**config.mk**
```make
export PLATFORM = sky130hd
export DESIGN_NAME = key_event_array
export DESIGN_NICKNAME = d
export VERILOG_FILES = /design/src/rtl/key_event_array.sv
export SDC_FILE = /design/constraint.sdc
export NUM_CORES = 1
export LEC_CHECK = 0
export BUFFER_PORTS_ARGS = -buffer_cell sky130_fd_sc_hd__buf_2
export CORE_MARGIN = 1
export CORE_UTILIZATION = 60
export CTS_BUF_LIST = sky130_fd_sc_hd__clkbuf_8
export DETAILED_ROUTE_END_ITERATION = 16
export MAX_ROUTING_LAYER = met4
export PLACE_DENSITY = 0.77
export SETUP_SLACK_MARGIN = 0.3
export SLEW_MARGIN = 15
export SYNTH_ARGS = -nofsm -noshare
export SYNTH_HDL_FRONTEND = slang
export SYNTH_SLANG_ARGS = --single-unit
```
**constraint.sdc**
```tcl
create_clock -name i_clk -period 9.9 [get_ports i_clk]
set_input_delay 0.99 -clock i_clk [delete_from_list [all_inputs] [get_ports i_clk]]
set_output_delay 0.99 -clock i_clk [all_outputs]
set_load 0.02 [all_outputs]
```
**src/rtl/key_event_array.sv**
```systemverilog
// Multi-channel push-button front end: per-channel synchroniser, counter
// debouncer, press/release edge pulses and long-press / auto-repeat events.
//
// Ports:
//   i_clk        system clock (12 MHz audio domain)
//   i_rst        asynchronous active-high reset
//   i_in         raw asynchronous key pins, one bit per channel
//   i_repeat_en  per-channel auto-repeat enable (sampled on i_clk)
//   o_level      debounced pin level (same polarity as the pin)
//   o_press      1-cycle pulse when o_level leaves IDLE_LEVEL
//   o_release    1-cycle pulse when o_level returns to IDLE_LEVEL
//   o_hold       1-cycle pulse on long-press and on every repeat
//   o_held       high while the channel is in long-press
module key_event_array #(
    parameter int   N_CH          = 4,
    parameter int   SYNC_STAGES   = 2,
    parameter int   DEB_CYCLES    = 60000,
    parameter int   HOLD_CYCLES   = 6000000,
    parameter int   REPEAT_CYCLES = 1200000,
    parameter logic IDLE_LEVEL    = 1'b1
) (
    input  logic            i_clk,
    input  logic            i_rst,
    input  logic [N_CH-1:0] i_in,
    input  logic [N_CH-1:0] i_repeat_en,
    output logic [N_CH-1:0] o_level,
    output logic [N_CH-1:0] o_press,
    output logic [N_CH-1:0] o_release,
    output logic [N_CH-1:0] o_hold,
    output logic [N_CH-1:0] o_held
);

    localparam int DW   = $clog2(DEB_CYCLES + 1);
    localparam int HMAX = (HOLD_CYCLES > REPEAT_CYCLES) ? HOLD_CYCLES
                                                        : REPEAT_CYCLES;
    localparam int HW   = $clog2(HMAX + 1);

    localparam logic [DW-1:0] DEB_LAST  = DW'(DEB_CYCLES - 1);
    localparam logic [HW-1:0] HOLD_LAST = HW'(HOLD_CYCLES - 1);
    localparam logic [HW-1:0] REP_LAST  = HW'(REPEAT_CYCLES - 1);

    typedef enum logic [1:0] {
        ST_IDLE    = 2'd0,
        ST_PRESSED = 2'd1,
        ST_HELD    = 2'd2
    } state_t;

    genvar g;
    for (g = 0; g < N_CH; g++) begin : g_ch
        logic [SYNC_STAGES-1:0] r_sync;
        logic [DW-1:0]          r_deb_cnt;
        logic                   r_level;
        logic                   r_press;
        logic                   r_release;
        logic                   w_s;
        logic                   w_chg;
        logic                   w_press_evt;
        logic                   w_rel_evt;

        state_t                 r_state;
        state_t                 w_state_nxt;
        logic [HW-1:0]          r_hcnt;
        logic [HW-1:0]          w_hcnt_nxt;
        logic                   r_hold;
        logic                   w_hold_nxt;

        assign w_s         = r_sync[SYNC_STAGES-1];
        // The level flips on the DEB_CYCLES-th consecutive differing edge.
        assign w_chg       = (w_s != r_level) && (r_deb_cnt == DEB_LAST);
        assign w_press_evt = w_chg && (w_s != IDLE_LEVEL);
        assign w_rel_evt   = w_chg && (w_s == IDLE_LEVEL);

        always_ff @(posedge i_clk or posedge i_rst) begin
            if (i_rst) begin
                r_sync    <= {SYNC_STAGES{IDLE_LEVEL}};
                r_deb_cnt <= '0;
                r_level   <= IDLE_LEVEL;
                r_press   <= 1'b0;
                r_release <= 1'b0;
            end else begin
                r_sync    <= {r_sync[SYNC_STAGES-2:0], i_in[g]};
                r_press   <= w_press_evt;
                r_release <= w_rel_evt;
                if (w_s == r_level) begin
                    r_deb_cnt <= '0;
                end else if (w_chg) begin
                    r_level   <= w_s;
                    r_deb_cnt <= '0;
                end else if (r_deb_cnt != '1) begin
                    r_deb_cnt <= r_deb_cnt + DW'(1);
                end
            end
        end

        always_ff @(posedge i_clk or posedge i_rst) begin
            if (i_rst) begin
                r_state <= ST_IDLE;
                r_hcnt  <= '0;
                r_hold  <= 1'b0;
            end else begin
                r_state <= w_state_nxt;
                r_hcnt  <= w_hcnt_nxt;
                r_hold  <= w_hold_nxt;
            end
        end

        // Release has priority over hold/repeat; a debounce glitch never
        // reaches this logic, so the hold count survives short bounces.
        always_comb begin
            w_state_nxt = r_state;
            w_hcnt_nxt  = r_hcnt;
            w_hold_nxt  = 1'b0;
            unique case (r_state)
                ST_IDLE: begin
                    if (w_press_evt) begin
                        w_state_nxt = ST_PRESSED;
                        w_hcnt_nxt  = '0;
                    end
                end
                ST_PRESSED: begin
                    if (w_rel_evt) begin
                        w_state_nxt = ST_IDLE;
                        w_hcnt_nxt  = '0;
                    end else if (r_hcnt == HOLD_LAST) begin
                        w_state_nxt = ST_HELD;
                        w_hold_nxt  = 1'b1;
                        w_hcnt_nxt  = '0;
                    end else if (r_hcnt != '1) begin
                        w_hcnt_nxt  = r_hcnt + HW'(1);
                    end
                end
                ST_HELD: begin
                    if (w_rel_evt) begin
                        w_state_nxt = ST_IDLE;
                        w_hcnt_nxt  = '0;
                    end else if (!i_repeat_en[g]) begin
                        w_hcnt_nxt  = '0;
                    end else if (r_hcnt == REP_LAST) begin
                        w_hold_nxt  = 1'b1;
                        w_hcnt_nxt  = '0;
                    end else if (r_hcnt != '1) begin
                        w_hcnt_nxt  = r_hcnt + HW'(1);
                    end
                end
                default: begin
                    w_state_nxt = ST_IDLE;
                    w_hcnt_nxt  = '0;
                end
            endcase
        end

        assign o_level[g]   = r_level;
        assign o_press[g]   = r_press;
        assign o_release[g] = r_release;
        assign o_hold[g]    = r_hold;
        assign o_held[g]    = (r_state == ST_HELD);
    end

endmodule

```
==> metrics.md, run 1 <==
| Metric | Value |
|---|---|
| Max clock buf depth | `2` |
| Critical path's slowest cell | `a31oi_2` |
| Worst-Skew Late Latency | `0.45 ns` |
| Endpoints failing setup | `0` |
| PD cells | `122 nW/um2` |
| P_leak | `4.60 nW` |
| Post-route setup TNS | `0 ns` |
| DRC viols | `0` |
| Die span in x | `132 um` |
| Core ar. | `16600 um2` |
| Worst-Margin Slew | `1.15 ns` |
| Largest net degree at the start of global routing | `122` |
| Cell chosen for the clock root | `clkbuf_8` |
| Fmax achieved | `0.317 GHz` |
| Area delta synth->final | `5.75%` |
| Vias per cell | `5.90` |
| Hpwl dp | `12900 um` |
| Layout Utilization | `0.648` |
| Initial DRC count | `463` |
| Crit end category | `register` |
| Fin crit share | `0.318` |
| Ys async rst share | `1.00` |
| Layout cells sized above 1 | `0.0902` |
| Final hold vios | `0` |
| Antenna cell count | `0` |
| DRT Pass-1 Iters | `5` |
| CTS H-tree depth | `4` |
| Hold WC Path Type | `register to register` |
| Outcome | `finished clean` |
| Worst-path clk slew | `0.09 ns` |
| Fin nets | `1115` |
| R2R setup slack | `6.75 ns` |
| RSZ-0062 raised after global routing | `no` |
| Main area contributors after synthesis | `dfrtp_1, xor2_1, nor2_1` |
| Routed wire per std cell | `14.5 um` |
| TritonCTS clock tree | `done` |
| Slew margin rel. | `0.230` |
| DIE AREA | `17500 um2` |
| Crit start category | `register` |
| Clk_skew | `0.0146 ns` |
| Yosys Warn Count | `0` |
| Leading area contributor after synthesis | `dfrtp_1` |
| Sequential share of the synthesized area | `0.464` |
| Final slew viol count | `0` |
| Post-CTS setup buffer count | `0` |
| Chip height | `132 um` |
| Maxcap violations | `0` |
| Synth Flop Type | `dfrtp_1` |
| CTS Buf Count | `17` |
| Vias in the first global route | `7362` |
| Top-count cell post-synth | `dfrtp_1` |
| Global-route wire length before repair | `33700 um` |
| Cells after Synth | `1086` |
| Post-synth EDFFs | `0` |
| Worst Setup SP | `g_ch[1].r_hcnt[7]$_DFFE_PP0P_` |
| Total number of vias | `7780` |
| Io pins | `30` |
| Post-Syn Nets | `1116` |
| Netlist cell types | `67` |
| Period minus WS final | `3.15 ns` |
| Routability cong. | `0.896` |
| CTS resizes | `0` |
| Post-Route WL | `19100 um` |
| Num rows | `47` |
| Hold_sp | `g_ch[0].r_sync[0]$_DFF_PP1_` |
| Initial Util | `0.613` |
| Cell area after synthesis | `10200 um2` |
| VDD IR max | `0.0843 mV` |
| Crit-path cells | `or4b_1, or4_1, nor3_1, o21ai_0, a31oi_2, nor2_1` |
| RR Startpoint | `g_ch[1].r_hcnt[7]$_DFFE_PP0P_` |
| CTS hold repair buffers | `0` |
| Clock sink total | `188` |
| Fillers | `1420` |
| Critical path arrival | `3.44 ns` |
| Setup Crit Path Kind | `register to register` |
| Antenna Violating Nets Remaining | `0` |
| Number of synthesized register bits | `188` |
| CP required | `10.19 ns` |
| Initial antenna violation count | `0` |
| Yosys top cell area share | `0.433` |
| Synth cell count leaders | `dfrtp_1, nor2_1, nand2_1` |
| Worst path max stage delay | `0.93 ns` |
| Crit-path max FO | `23` |
| Remaining global-route overflow | `0` |
| Gr usage total | `0.239` |
| Mean Syn Cell Area | `9.36 um2` |
| Port bufs | `29` |
## final cells by class
class                           count  area [um2]  area share
Multi-Input combinational cell    817        5070       0.471
Sequential cell                   188        4720       0.439
Clock buffer                       25         344      0.0320
Tap cell                          220         275      0.0256
Timing Repair Buffer               32         168      0.0156
Inverter                           29         116      0.0108
Clock inverter                      7        60.1     0.00559
## power by group
part	switching [mW]	internal, mW
clock	0.256	0.251
combinational	0.0237	0.00744
sequential	0.00518	0.774
total	0.284	1.03
## worst max-delay path: cells and delay by family (launching register included)
family,cells,cell delay [ns]
AND/OR/NAND/NOR,4,1.46
flip-flops,1,0.45
AO/OA/AOI/OAI,2,1.07
## worst paths after layout
kind,to,depth (start not counted)
max in group asynchronous,g_ch[0].r_press$_DFF_PP0_,3
hold / removal,g_ch[0].r_sync[1]$_DFF_PP1_,0
min in group asynchronous,g_ch[1].r_hcnt[8]$_DFFE_PP0P_,2
setup reg to reg,g_ch[1].r_hcnt[22]$_DFFE_PP0P_,6
hold reg to reg,g_ch[0].r_sync[1]$_DFF_PP1_,0
setup / recovery,g_ch[1].r_hcnt[22]$_DFFE_PP0P_,6
## registers in the layout, summed over array words and instances, names as in the netlist
name	cells
g_ch.r_deb_cnt	64
g_ch.r_hold	4
g_ch.r_press	4
g_ch.r_sync	8
g_ch.r_level	4
g_ch.r_release	4
g_ch.r_state	8
g_ch.r_hcnt	92
## routing by layer
layer,GRT usage,wire length (um),part of all wire
met1,0.323,9280,0.49
met2,0.372,9040,0.47
met3,0.0442,657,0.034
met4,0.0594,123,0.0064
met5,-,0,0
## per-stage QoR
stage / cell area (um2) / worst slack (ns) / std cells / power, mW / hold WS [ns]
after floorplan: 10200 / 3.82 / 1086 / 0.817 / 0.345
after global placement: 10300 / 6.87 / 1286 / 0.826 / 0.347
after detailed placement: 10300 / 6.73 / 1286 / 0.827 / 0.347
after CTS: 10700 / 6.73 / 1318 / 1.33 / 0.360
after global routing: 10700 / 6.47 / 1318 / 1.37 / 0.362
final: 10700 / 6.75 / 1318 / 1.32 / 0.359
## cells by family (layout without fill, tap and decap cells)
family | count (synthesis) | after routing | share of synthesized area
DFF | 188 | 188 | 0.464
buffers and inverters | 81 | 93 | 0.0398
muxes | 7 | 7 | 0.00714
and+or+nand+nor | 572 | 572 | 0.296
adders and majority gates | 20 | 20 | 0.0246
AOI/OAI and AO/OA | 93 | 93 | 0.0602
xor gates and xnor gates | 125 | 125 | 0.108
## cells in the final DEF, fill, tap and decap left out, types with 4 or more instances in the layout
cell	n
inv_1	30
nand4b_1	4
nor4_2	4
and4b_1	5
and2_1	8
nand2_1	87
and4_1	21
nor4_1	25
nand3_1	70
nor4bb_1	5
ha_1	20
or4_1	4
or2_2	4
dfstp_2	12
nor3_1	31
dfrtp_1	176
and3_1	26
a21oi_1	24
a211oi_1	5
nand2b_1	9
nand4_1	64
nor4b_1	4
o21ai_1	4
xor2_1	77
nor2_1	169
o21ai_0	15
buf_2	29
xnor2_1	48
or3_1	12
o211ai_1	4
clkbuf_8	25
mux2i_1	5
a31oi_1	8
a31oi_2	4
(Power assumes the default switching activity.)
==> inputs of run 2 (changes only) <==
--- a/config.mk
+++ b/config.mk
@@ -7,11 +7,11 @@
 export LEC_CHECK = 0
 export BUFFER_PORTS_ARGS = -buffer_cell sky130_fd_sc_hd__buf_2
 export CORE_MARGIN = 1
-export CORE_UTILIZATION = 60
+export CORE_UTILIZATION = 59
 export CTS_BUF_LIST = sky130_fd_sc_hd__clkbuf_8
 export DETAILED_ROUTE_END_ITERATION = 16
 export MAX_ROUTING_LAYER = met4
-export PLACE_DENSITY = 0.77
+export PLACE_DENSITY = 0.79
 export SETUP_SLACK_MARGIN = 0.3
 export SLEW_MARGIN = 15
 export SYNTH_ARGS = -nofsm -noshare
==> constraint.sdc (replaced) <==
create_clock -name i_clk -period 2.8 [get_ports i_clk]
set_input_delay 0.28 -clock i_clk [delete_from_list [all_inputs] [get_ports i_clk]]
set_output_delay 0.28 -clock i_clk [all_outputs]
set_load 0.02 [all_outputs]
==> run 2 against run 1 <==
  * Register-to-register slack got worse by 6.5 ns
  * Largest cell class unchanged
  * Highest routed layer unchanged
  * Total power rose to 3.7 times the previous value
  * Final area rose by 6.5%
  * Maximum frequency rose by 26%
  * Worst hold slack got worse by 0.28 ns
  * Final cell count rose by 3.7%
==> metrics.md, run 2 (synthesis gave the netlist of run 1 again) <==
| Metric | Value |
|---|---|
| Outcome | `finished clean` |
| Max reg flops | `92` |
| Die span in x | `133 um` |
| Hpwl dp | `13400 um` |
| Largest net degree at the start of global routing | `57` |
| Post-Route WL | `21200 um` |
| DIE AREA | `17800 um2` |
| Crit-path max FO | `11` |
| Layout cells sized above 1 | `0.151` |
| WP buf/inv | `0` |
| Period minus WS final | `2.51 ns` |
| Top cell family by delay on the critical path | `simple AND/OR/NAND/NOR gates` |
| Inst Count DP | `1308` |
| Vias per cell | `5.95` |
| Slew margin rel. | `0.465` |
| Port bufs | `29` |
| Max clock buf depth | `2` |
| Core ar. | `16700 um2` |
| Worst-path clk slew | `0.09 ns` |
| Fin area | `11500 um2` |
| Area delta synth->final | `12.7%` |
| Antenna Violating Nets Remaining | `0` |
| CP required | `3.17 ns` |
| Routability cong. | `0.895` |
| CTS Buf Count | `17` |
| TritonCTS clock tree | `done` |
| VDD IR max | `0.466 mV` |
| Endpoints failing setup | `0` |
| Fin cells | `1367` |
| Logic pwr share | `0.028` |
| Vias in the first global route | `7628` |
| Chip height | `133 um` |
| Setup ws final | `0.292 ns` |
| Worst-Margin Slew | `0.799 ns` |
| Regs by FF count | `g_ch.r_hcnt: 92 flops, g_ch.r_deb_cnt: 64 flops` |
| Hold WS | `0.0748 ns` |
| Remaining global-route overflow | `0` |
| Final hold vios | `0` |
| Clock sink total | `188` |
| Cell chosen for the clock root | `clkbuf_8` |
| Io pins | `30` |
| PD cells | `425 nW/um2` |
| Gr usage total | `0.250` |
| Commonest non-fill, non-tap cell in the layout | `dfrtp_1` |
| Commonest non-fill, non-tap cells in the layout | `dfrtp_1, nor2_1, nand2_1, xor2_1, nand3_1` |
| Hold WC Path Type | `primary input to register` |
| DRT Pass-1 Iters | `7` |
| Crit start category | `register` |
| RSZ-0062 raised after global routing | `yes` |
| Routed wire per std cell | `15.5 um` |
| Worst path max stage delay | `0.44 ns` |
| Dpl ws | `0.220 ns` |
| Antenna cell count | `0` |
| Crit-path cells | `ha_2, nand3_1, or3_4, o31a_4, nor4_4, nor2_1, a311oi_1` |
| Setup Crit Path Kind | `register to register` |
| Critical path arrival | `2.87 ns` |
| Initial DRC count | `581` |
| Int Pwr | `3.78 mW` |
| Sw frac | `0.222` |
| Final slew viol count | `0` |
| Post-placement cell area | `10500 um2` |
| Initial Util | `0.609` |
| Clock Power Share | `0.405` |
| Critical path's slowest cell | `or3_4` |
| Global-route wire length before repair | `35600 um` |
| Fin crit share | `0.896` |
| Fmax achieved | `0.399 GHz` |
| Total number of vias | `8136` |
| Layout Utilization | `0.686` |
| Total power | `4.86 mW` |
| Fin nets | `1164` |
| Crit end category | `register` |
| Post-route setup TNS | `0 ns` |
| Sequential cell fraction of total power | `0.567` |
| Worst-Skew Late Latency | `0.47 ns` |
| Switching pwr | `1.08 mW` |
| Maxcap violations | `0` |
| CTS H-tree depth | `4` |
| P_leak | `4.99 nW` |
| Num rows | `47` |
| DRC viols | `0` |
| Biggest register | `g_ch.r_hcnt` |
| Clk_skew | `0.0130 ns` |
| Initial antenna violation count | `0` |
run 2: changes by cell type in the layout (fill, tap and decap cells not counted), moves of 7 or more:
| cell | delta |
|---|---|
| buf_4 | +34 |
| clkbuf_8 | -7 |
| nor4_1 | -10 |
| nor4_4 | +8 |
run 2: cell type report:
type | instances | area (um2)
Tap cell | 220 | 275
Clock inverter | 14 | 191
Clock buffer | 18 | 248
Fill cell | 1315 | 5250
Multi-Input combinational cell | 818 | 5300
Inverter | 29 | 113
Timing Repair Buffer | 80 | 601
Sequential cell | 188 | 4730
run 2: power groups by stage:
| stage | clock network (mW) | registers [mW] | logic (mW) |
|---|---|---|---|
| after floorplan | 0 | 2.81 | 0.0826 |
| after global placement | 0 | 2.81 | 0.123 |
| after detailed placement | 0 | 2.81 | 0.128 |
| after CTS | 2.02 | 2.76 | 0.134 |
| after global routing | 2.12 | 2.76 | 0.159 |
| final | 1.97 | 2.76 | 0.137 |
run 2: timing repair:
item	4_1_cts	5_1_grt
endpoints found under the setup margin	39	94
hold buffers	5	0
setup buffers	6	12
endpoints found under the hold margin	28	0
gates resized for setup	10	46
gates cloned	0	4
pin swaps	2	10
run 2: routing by layer:
metal | global-route usage | part of all wire | up-vias
met3 | 0.0392 | 0.037 | 38
met2 | 0.395 | 0.49 | 210
met1 | 0.330 | 0.46 | 3947
met5 | - | 0 | -
li1 | - | - | 3941
met4 | 0.0871 | 0.018 | 0
run 2: worst reg2reg max path: cells and delay by family (launching register included):
family,cells,cell delay (ns)
flip-flops,1,0.43
AND/OR/NAND/NOR,4,1.03
AO/OA/AOI/OAI,2,0.71
adder cells (fa/ha/maj),1,0.24
run 2: final timing paths:
path,from,endpoint,cells after the start,slack [ns]
setup / recovery,g_ch[3].r_deb_cnt[0]$_DFFE_PP0P_,g_ch[3].r_hcnt[20]$_DFFE_PP0P_,7,0.29
setup reg to reg,g_ch[3].r_deb_cnt[0]$_DFFE_PP0P_,g_ch[3].r_hcnt[20]$_DFFE_PP0P_,7,0.29
min in group asynchronous,i_rst,g_ch[1].r_deb_cnt[3]$_DFFE_PP0P_,3,0.47
hold / removal,i_repeat_en[1],g_ch[1].r_hold$_DFF_PP0_,3,0.07
max in group asynchronous,i_rst,g_ch[0].r_hcnt[16]$_DFFE_PP0P_,4,1.57
hold reg to reg,g_ch[1].r_sync[0]$_DFF_PP1_,g_ch[1].r_sync[1]$_DFF_PP1_,0,0.36
==> inputs of run 3 (changes only) <==
--- a/config.mk
+++ b/config.mk
@@ -7,11 +7,11 @@
 export LEC_CHECK = 0
 export BUFFER_PORTS_ARGS = -buffer_cell sky130_fd_sc_hd__buf_2
 export CORE_MARGIN = 1
-export CORE_UTILIZATION = 59
+export CORE_UTILIZATION = 60
 export CTS_BUF_LIST = sky130_fd_sc_hd__clkbuf_8
 export DETAILED_ROUTE_END_ITERATION = 16
 export MAX_ROUTING_LAYER = met4
-export PLACE_DENSITY = 0.79
+export PLACE_DENSITY = 0.77
 export SETUP_SLACK_MARGIN = 0.3
 export SLEW_MARGIN = 15
 export SYNTH_ARGS = -nofsm -noshare
==> constraint.sdc (replaced) <==
create_clock -name i_clk -period 2.4 [get_ports i_clk]
set_input_delay 0.24 -clock i_clk [delete_from_list [all_inputs] [get_ports i_clk]]
set_output_delay 0.24 -clock i_clk [all_outputs]
set_load 0.02 [all_outputs]
==> run 3 against run 2 <==
  * Critical path type unchanged
  * Global-route usage grew 3.0 points
  * Final cell count grew 7.2%
  * Final area grew 18%
  * Clock power grew 7%
  * Clock skew is essentially flat
  * Highest routed layer unchanged
  * The flow now finishes with violations (negative setup slack)
==> metrics.md, run 3 (synthesis gave the netlist of run 1 again) <==
| Metric | Value |
|---|---|
| Post-route setup TNS | `-3.80 ns` |
| Hold_sp | `i_repeat_en[3]` |
| Core ar. | `16600 um2` |
| RSZ-0062 raised after global routing | `yes` |
| Worst-path clk slew | `0.10 ns` |
| FF-to-FF End | `g_ch[1].r_hcnt[14]$_DFFE_PP0P_` |
| Clock sink total | `188` |
| WP buf/inv | `2` |
| Max reg flops | `92` |
| Hold Path Sink | `g_ch[3].r_hold$_DFF_PP0_` |
| Endpoints failing setup | `27` |
| Initial DRC count | `814` |
| Layout cells sized above 1 | `0.326` |
| Hold WS | `0.0611 ns` |
| R2R setup slack | `-0.18 ns` |
| Hpwl dp | `14400 um` |
| Slew margin rel. | `0.549` |
| Crit end category | `register` |
| Post-Route WL | `27900 um` |
| Final hold vios | `0` |
| Crit-path max FO | `6` |
| Vias per cell | `6.29` |
| Gr usage total | `0.281` |
| Failing checks | `negative setup slack` |
| Antenna cell count | `0` |
| Antenna Violating Nets Remaining | `0` |
| CTS Buf Count | `17` |
| Regs by FF count | `g_ch.r_hcnt: 92 flops, g_ch.r_deb_cnt: 64 flops` |
| Commonest non-fill, non-tap cell in the layout | `dfrtp_1` |
| CTS H-tree depth | `4` |
| Routability cong. | `0.894` |
| Fmax achieved | `0.388 GHz` |
| Clock Power Share | `0.382` |
| PD cells | `407 nW/um2` |
| Worst-Margin Slew | `0.674 ns` |
| Num rows | `47` |
| Critical path's slowest cell | `or4_4` |
| Routed wire per std cell | `19.1 um` |
| Global-route wire length before repair | `39000 um` |
| Sequential cell fraction of total power | `0.586` |
| DRC viols | `0` |
| Crit-path cells | `or4b_1, or4_4, o21ai_4, o21ai_2, a31oi_4, buf_6, clkbuf_16, nor2_4` |
| Worst path max stage delay | `0.62 ns` |
| Largest net degree at the start of global routing | `98` |
| CP required | `2.77 ns` |
| Critical path arrival | `2.95 ns` |
| Area delta synth->final | `32.4%` |
| Fin nets | `1263` |
| VDD IR max | `0.553 mV` |
| Final slew viol count | `0` |
| Commonest non-fill, non-tap cells in the layout | `dfrtp_1, nor2_1, buf_4, nand2_1, xor2_1` |
| Total number of vias | `9224` |
| Initial antenna violation count | `0` |
| Maxcap violations | `0` |
| Sw frac | `0.251` |
| Outcome | `finished with violations` |
| Max clock buf depth | `2` |
| Switching pwr | `1.38 mW` |
| Biggest register | `g_ch.r_hcnt` |
| Die span in x | `132 um` |
| R2R depth | `8` |
| Crit start category | `register` |
| Remaining global-route overflow | `0` |
| Logic pwr share | `0.031` |
| Initial Util | `0.613` |
| Setup Crit Path Kind | `register to register` |
| P_leak | `5.63 nW` |
| Chip height | `132 um` |
| Int Pwr | `4.11 mW` |
| Hold WC Path Type | `primary input to register` |
| Io pins | `30` |
| Hold depth | `3` |
| Port bufs | `29` |
| Fin cells | `1466` |
| Worst-Skew Late Latency | `0.48 ns` |
| DIE AREA | `17500 um2` |
| DRT Pass-1 Iters | `7` |
| Inst Count DP | `1348` |
| Period minus WS final | `2.58 ns` |
| Vias in the first global route | `8422` |
| Setup ws final | `-0.179 ns` |
| Crit. path cell count | `8` |
| Fin crit share | `1.07` |
| TritonCTS clock tree | `done` |
| Clk_skew | `0.0133 ns` |
| RR Startpoint | `g_ch[1].r_hcnt[7]$_DFFE_PP0P_` |
| Top cell family by delay on the critical path | `simple AND/OR/NAND/NOR gates` |
| Cell chosen for the clock root | `clkbuf_8` |
-- run 3: worst register-to-register path, delay by kind of cell, from the launching register on --
| kind | cells | cell delay [ns] |
|---|---|---|
| flops | 1 | 0.41 |
| simple gates | 3 | 1.21 |
| buf+inv | 2 | 0.32 |
| compound gates | 3 | 0.52 |
-- run 3: worst max path at each step --
stage / from / slack [ns] / to
2_1_floorplan: i_rst / -0.25 / g_ch[0].r_deb_cnt[0]$_DFFE_PP0P_
4_1_cts: g_ch[0].r_deb_cnt[8]$_DFFE_PP0P_ / -0.008 / g_ch[0].r_hcnt[5]$_DFFE_PP0P_
6_report: g_ch[1].r_hcnt[7]$_DFFE_PP0P_ / -0.18 / g_ch[1].r_hcnt[14]$_DFFE_PP0P_
3_5_place_dp: g_ch[0].r_deb_cnt[12]$_DFFE_PP0P_ / 0.01 / g_ch[0].r_hcnt[6]$_DFFE_PP0P_
3_3_place_gp: g_ch[0].r_deb_cnt[12]$_DFFE_PP0P_ / 0.04 / g_ch[0].r_hcnt[13]$_DFFE_PP0P_
5_1_grt: g_ch[1].r_hcnt[12]$_DFFE_PP0P_ / -0.18 / g_ch[1].r_hcnt[6]$_DFFE_PP0P_
-- run 3: repair_timing --
item	4_1_cts	5_1_grt
endpoints found under the setup margin	100	128
pin swaps	43	69
resized for setup	96	175
endpoints found under the hold margin	180	0
buffers inserted	33	38
hold buffers	5	0
gates cloned	6	4
-- run 3: power by group through the flow --
stage / clock network (mW) / logic [mW] / registers, mW
after floorplan: 0 / 0.0968 / 3.27
after global placement: 0 / 0.148 / 3.27
after detailed placement: 0 / 0.151 / 3.28
after CTS: 2.11 / 0.162 / 3.21
after global routing: 2.26 / 0.200 / 3.22
final: 2.10 / 0.172 / 3.22
-- run 3: stage by stage --
step / setup slack, ns / power [mW] / instance area [um2] / util
2_1_floorplan: -0.251 / 3.37 / 10500 / -
3_3_place_gp: 0.0435 / 3.42 / 11100 / 0.671
3_5_place_dp: 0.0112 / 3.43 / 11100 / 0.671
4_1_cts: -0.00785 / 5.48 / 12300 / 0.743
5_1_grt: -0.184 / 5.67 / 13500 / 0.812
6_report: -0.179 / 5.48 / 13500 / 0.812
-- run 3: area by class of cell --
cell class                      count  area (um2)
Multi-Input combinational cell    818        6330
Sequential cell                   188        4730
Fill cell                         907        3120
Timing Repair Buffer              179        1630
Tap cell                          220         275
Clock buffer                       17         234
Clock inverter                     15         156
Inverter                           29         113
-- run 3: routing by layer --
metal / track usage / part of all wire / vias to the layer above
met4: 0.0846 / 0.037 / 0
li1: - / - / 4128
met2: 0.449 / 0.50 / 428
met3: 0.0523 / 0.060 / 118
met1: 0.364 / 0.40 / 4550
met5: - / 0 / -
